===== config.mk =====
export PLATFORM = sky130hd
export DESIGN_NAME = mshr_multi_pre_allocator
export DESIGN_NICKNAME = d
export VERILOG_FILES = /design/src/rtl/mshr_multi_pre_allocator.sv
export SDC_FILE = /design/constraint.sdc
export NUM_CORES = 1
export LEC_CHECK = 0
export BUFFER_PORTS_ARGS = -buffer_cell sky130_fd_sc_hd__buf_2
export CORE_MARGIN = 4
export CORE_UTILIZATION = 68
export DETAILED_ROUTE_END_ITERATION = 12
export GPL_TIMING_DRIVEN = 0
export PLACE_DENSITY_LB_ADDON = 0.1
export SLEW_MARGIN = 20
export SYNTH_ARGS = -nofsm -noshare
export SYNTH_HDL_FRONTEND = slang
export SYNTH_SLANG_ARGS = --single-unit

===== constraint.sdc =====
create_clock -name clk -period 47.2 [get_ports clk]
set_clock_uncertainty 0.15 [all_clocks]
set_input_delay 2.36 -clock clk [delete_from_list [all_inputs] [get_ports clk]]
set_output_delay 2.36 -clock clk [all_outputs]
set_load 0.02 [all_outputs]

===== src/rtl/mshr_multi_pre_allocator.sv =====
// mshr_multi_pre_allocator: claims up to ALLOC_PORT_NUM free MSHR IDs per
// cycle into a circular buffer and serves them in order to miss consumers.
// Ports: clk, rst_n (async low); v_in_vld/v_in_rdy free-vector claim;
// flush/v_release hand buffered IDs back; out_vld/out_rdy/out_index
// per-port ID delivery (port 0 = oldest); buf_cnt registered occupancy.
module mshr_multi_pre_allocator #(
  parameter int ENTRY_NUM      = 16,
  parameter int ID_WIDTH       = $clog2(ENTRY_NUM),
  parameter int ALLOC_PORT_NUM = 2,
  parameter int BUF_DEPTH      = 4,
  parameter int CNT_WIDTH      = $clog2(BUF_DEPTH+1)
) (
  input  logic                               clk,
  input  logic                               rst_n,
  input  logic [ENTRY_NUM-1:0]               v_in_vld,
  output logic [ENTRY_NUM-1:0]               v_in_rdy,
  input  logic                               flush,
  output logic [ENTRY_NUM-1:0]               v_release,
  output logic [ALLOC_PORT_NUM-1:0]          out_vld,
  input  logic [ALLOC_PORT_NUM-1:0]          out_rdy,
  output logic [ALLOC_PORT_NUM*ID_WIDTH-1:0] out_index,
  output logic [CNT_WIDTH-1:0]               buf_cnt
);

  localparam int PTR_W = (BUF_DEPTH > 1) ? $clog2(BUF_DEPTH) : 1;

  logic [ID_WIDTH-1:0]  mem_q [BUF_DEPTH];
  logic [ID_WIDTH-1:0]  mem_d [BUF_DEPTH];
  logic [PTR_W-1:0]     rd_ptr_q, rd_ptr_d;
  logic [PTR_W-1:0]     wr_ptr_q, wr_ptr_d;
  logic [CNT_WIDTH-1:0] cnt_q, cnt_d;

  int cnt_i;
  int pop_n;
  int fill_n;
  int fill_max;
  int space;
  logic run;

  assign cnt_i   = int'(cnt_q);
  assign buf_cnt = cnt_q;

  // Output ports: port p shows the p-th oldest buffered ID.
  always_comb begin
    out_vld   = '0;
    out_index = '0;
    for (int p = 0; p < ALLOC_PORT_NUM; p++) begin
      out_vld[p] = !flush && (cnt_i > p);
      out_index[p*ID_WIDTH +: ID_WIDTH] =
        mem_q[PTR_W'((int'(rd_ptr_q) + p) % BUF_DEPTH)];
    end
  end

  // Only the leading run of accepting ports transfers.
  always_comb begin
    pop_n = 0;
    run   = 1'b1;
    for (int p = 0; p < ALLOC_PORT_NUM; p++) begin
      run = run & out_vld[p] & out_rdy[p];
      if (run) pop_n = pop_n + 1;
    end
  end

  // Claim from the registered free space only; pops this cycle
  // are not credited so the claim path stays short.
  always_comb begin
    space    = BUF_DEPTH - cnt_i;
    fill_max = 0;
    if (!flush)
      fill_max = (space < ALLOC_PORT_NUM) ? space : ALLOC_PORT_NUM;
    fill_n   = 0;
    v_in_rdy = '0;
    for (int b = 0; b < BUF_DEPTH; b++) mem_d[b] = mem_q[b];
    for (int i = 0; i < ENTRY_NUM; i++) begin
      if (v_in_vld[i] && (fill_n < fill_max)) begin
        v_in_rdy[i] = 1'b1;
        mem_d[PTR_W'((int'(wr_ptr_q) + fill_n) % BUF_DEPTH)] =
          ID_WIDTH'(i);
        fill_n = fill_n + 1;
      end
    end
  end

  always_comb begin
    v_release = '0;
    if (flush) begin
      for (int k = 0; k < BUF_DEPTH; k++) begin
        if (k < cnt_i)
          v_release[mem_q[PTR_W'((int'(rd_ptr_q) + k) % BUF_DEPTH)]] = 1'b1;
      end
    end
  end

  always_comb begin
    rd_ptr_d = PTR_W'((int'(rd_ptr_q) + pop_n) % BUF_DEPTH);
    wr_ptr_d = PTR_W'((int'(wr_ptr_q) + fill_n) % BUF_DEPTH);
    cnt_d    = CNT_WIDTH'(cnt_i - pop_n + fill_n);
    if (flush) begin
      rd_ptr_d = wr_ptr_q;
      cnt_d    = '0;
    end
  end

  always_ff @(posedge clk or negedge rst_n) begin
    if (!rst_n) begin
      rd_ptr_q <= '0;
      wr_ptr_q <= '0;
      cnt_q    <= '0;
      for (int b = 0; b < BUF_DEPTH; b++) mem_q[b] <= '0;
    end else begin
      rd_ptr_q <= rd_ptr_d;
      wr_ptr_q <= wr_ptr_d;
      cnt_q    <= cnt_d;
      for (int b = 0; b < BUF_DEPTH; b++) mem_q[b] <= mem_d[b];
    end
  end

endmodule

==> results_dict.tcl <==
set metrics [dict create \
    cp_slowest_cell "a2111oi_1" \
    r2r-end "buf_cnt[2]$_DFF_PN0_" \
    synth_compound_area_share_pct 25.77 \
    r2r-start "buf_cnt[0]$_DFF_PN0_" \
    grt_max_degree 70 \
    antenna_cells 0 \
    setup_violations 0 \
    io_buffers 65 \
    synth_top_family_by_area "compound AO/OA/AOI/OAI gates" \
    cp.required_ps 44690 \
    synthXorXnorAreaFrac_pct 10.03 \
    syn2layout_area_growth_pct 9.920 \
    clk-insertion-delay-late_ps 250 \
    grt_pass1_vias 7326 \
    cp-start-kind "primary input" \
    wl_um 20200 \
    worst_hold_path_type "flip-flop to flip-flop" \
    status "finished, final reports clean" \
    first_pass_iters 5 \
    dp_hpwl_um 16340 \
    synth_top_cell_area_share_pct 22.06 \
    max_freq_mhz 28.22 \
    endpoint_kind "primary output" \
    max_stage_delay_ps 730 \
    crit_buf_inv 12 \
    gp_congestion 0.9840 \
    fin_tns_setup_ps 0 \
    postSynthCellCount 978 \
    synthTopCellsByCount "ha_1, nand2_1, a21oi_1, nor2_1, inv_1" \
    rsz0062_at_grt "no" \
    ant_nets 0 \
    drtIter0Drc 562 \
    post-synth-top-count-cell "ha_1" \
    rows 38 \
    synthMuxAreaShare_pct 4.952 \
    cap_violations 0 \
    cts_tree "done" \
    cts-buffers-inserted 3 \
    vias 7815 \
    grt_overflow_total 0 \
    io_pins 66 \
    cts_max_level 1 \
    ys_types 91 \
    post-cts-setup-buffer-count 0 \
    hold_start "mem_q[3]$_DFF_PN0_" \
    reg2reg_slack_ps 13430 \
    ys_seq_area_share_pct 7.518 \
    critPathKind "primary input to primary output" \
    fp.dieArea_um2 13020 \
    multi_input_area_um2 6934 \
    yosysWarnings 0 \
    synth_area_leader_cell "ha_1" \
    cp-startpoint "flush" \
    n_fill_cell 904 \
    worstPathMaxFanout 10 \
    place_ws_ps 11890 \
    ctsHoldBuffers 0 \
    critPathTopFamily "compound AO/OA/AOI/OAI gates" \
    worst_pin_slew_ps 860.3 \
    netlist_top_cells_area "ha_1, dfrtp_1, a21oi_1" \
    slew-limit-headroom_pct 42.44 \
    final.period_utilization_pct 75.09 \
    ys_async_sr_fraction_pct 100.0 \
    drc 0 \
    min_to "mem_q[3]$_DFF_PN0_" \
    hold_depth 1 \
    finalMaxSlewViolations 0 \
    register_area_um2 575.6 \
    die_x_um 114.1 \
    vias_per_cell 6.369 \
    setup_ws_ps 11760 \
    syn-mean-instance-area_um2 7.828 \
    die_y_um 114.1 \
    synthSimpleGateAreaFrac_pct 25.22 \
    r2r_cells 129 \
    arrival_ps 32930 \
    ys_ff_latch 23 \
    cts.sinks 23 \
    cts-root-buf "clkbuf_16" \
    wl_per_cell_um 16.46 \
    synth_ff_type "dfrtp_1" \
    fin_crit_ps 35440 \
    gr-usage-all-layers_pct 30.83 \
    ctsResizeCount 0 \
    fin_nets 1246 \
    hold_viol_final 0 \
    synth-adder-area-share_pct 22.59 \
    start_util_pct 70.01 \
    drive_above_1_share_pct 13.34 \
    crit_top_cell "ha_1" \
    clk_path_buf_depth 2 \
    synth_edf_count 0 \
    grt_pass1_wl_um 33930 \
    antenna_found_initial 0 \
    path_clk_slew_ps 60 \
    core_area_um2 10940 \
    syn_area_um2 7656 \
]
-- through the flow --
step                area (um2)  util (%)  std cells  hold slack (ps)
detailed placement        8333     76.20       1223            317.3
floorplan                 7802         -       1017            288.5
CTS                       8412     76.92       1227            330.6
global placement          8303     75.93       1222            307.2
finish                    8416     76.96       1227            324.3
global route              8416     76.96       1227            355.4
-- placed cells by master, fill, tap and decap left out, drive strengths merged, types with 14 or more instances in the layout --
| cell | instances |
|---|---|
| o21ai | 31 |
| mux2i | 15 |
| o21a | 23 |
| o211ai | 16 |
| o22ai | 33 |
| nor3 | 23 |
| buf | 75 |
| ha | 135 |
| nor2b | 23 |
| conb | 40 |
| nand4 | 17 |
| nor2 | 61 |
| xnor2 | 40 |
| nand3 | 37 |
| a21oi | 64 |
| xor2 | 24 |
| and2 | 14 |
| inv | 48 |
| clkbuf | 22 |
| nand2b | 18 |
| nand2 | 82 |
| a21o | 26 |
| dfrtp | 23 |
| mux2 | 20 |
-- final cells by class --
cell class / instances / share of cell area (%)
Buffer: 27 / 1.323
Clock buffer: 4 / 0.9367
Inverter: 49 / 2.230
Multi-Input combinational cell: 918 / 82.40
Sequential cell: 23 / 6.839
Tap cell: 140 / 2.081
Timing Repair Buffer: 66 / 4.193
-- registers in the layout (all words and copies together) (netlist names) --
name,count
mem_q,16
buf_cnt,3
rd_ptr_q,2
wr_ptr_q,2
-- per-layer routing --
| layer | up-vias | part of all wire (%) | wire, um | track usage (%) |
|---|---|---|---|---|
| li1 | 3884 | - | - | - |
| met5 | - | 0 | 0 | 0 |
| met3 | 44 | 6.2 | 1246 | 2.008 |
| met1 | 3587 | 45 | 9160 | 43.53 |
| met4 | 0 | 2.5 | 501 | 9.105 |
| met2 | 300 | 46 | 9292 | 50.74 |
-- worst register-to-register path, delay by kind of cell, from the launching register on --
kind | cells | cell delay [ps]
muxes | 4 | 1540
adders and majority gates | 17 | 5240
AOI/OAI and AO/OA | 49 | 13990
buffers and inverters | 11 | 2240
and+or+nand+nor | 39 | 7710
xor gates and xnor gates | 9 | 2350
DFF | 1 | 490
-- worst max-delay path by stage --
stage	to	slack [ps]	cells past startpoint
finish	v_in_rdy[15]	11760	121
global route	v_in_rdy[15]	9380	122
CTS	v_in_rdy[15]	11750	119
detailed placement	v_in_rdy[15]	11890	119
global placement	v_in_rdy[15]	12100	118
floorplan	v_in_rdy[15]	15100	114
-- logic make-up (layout without fill, tap and decap cells) --
logic type | Yosys count | after routing
AOI/OAI and AO/OA | 280 | 280
and+or+nand+nor | 359 | 359
adders and majority gates | 137 | 137
xor gates and xnor gates | 67 | 67
DFF | 23 | 23
muxes | 35 | 35
other | 1 | 40
buffers and inverters | 76 | 146
Power is not shown: default switching activity piles up to over one toggle a cycle in this logic, so the estimate is an artifact.
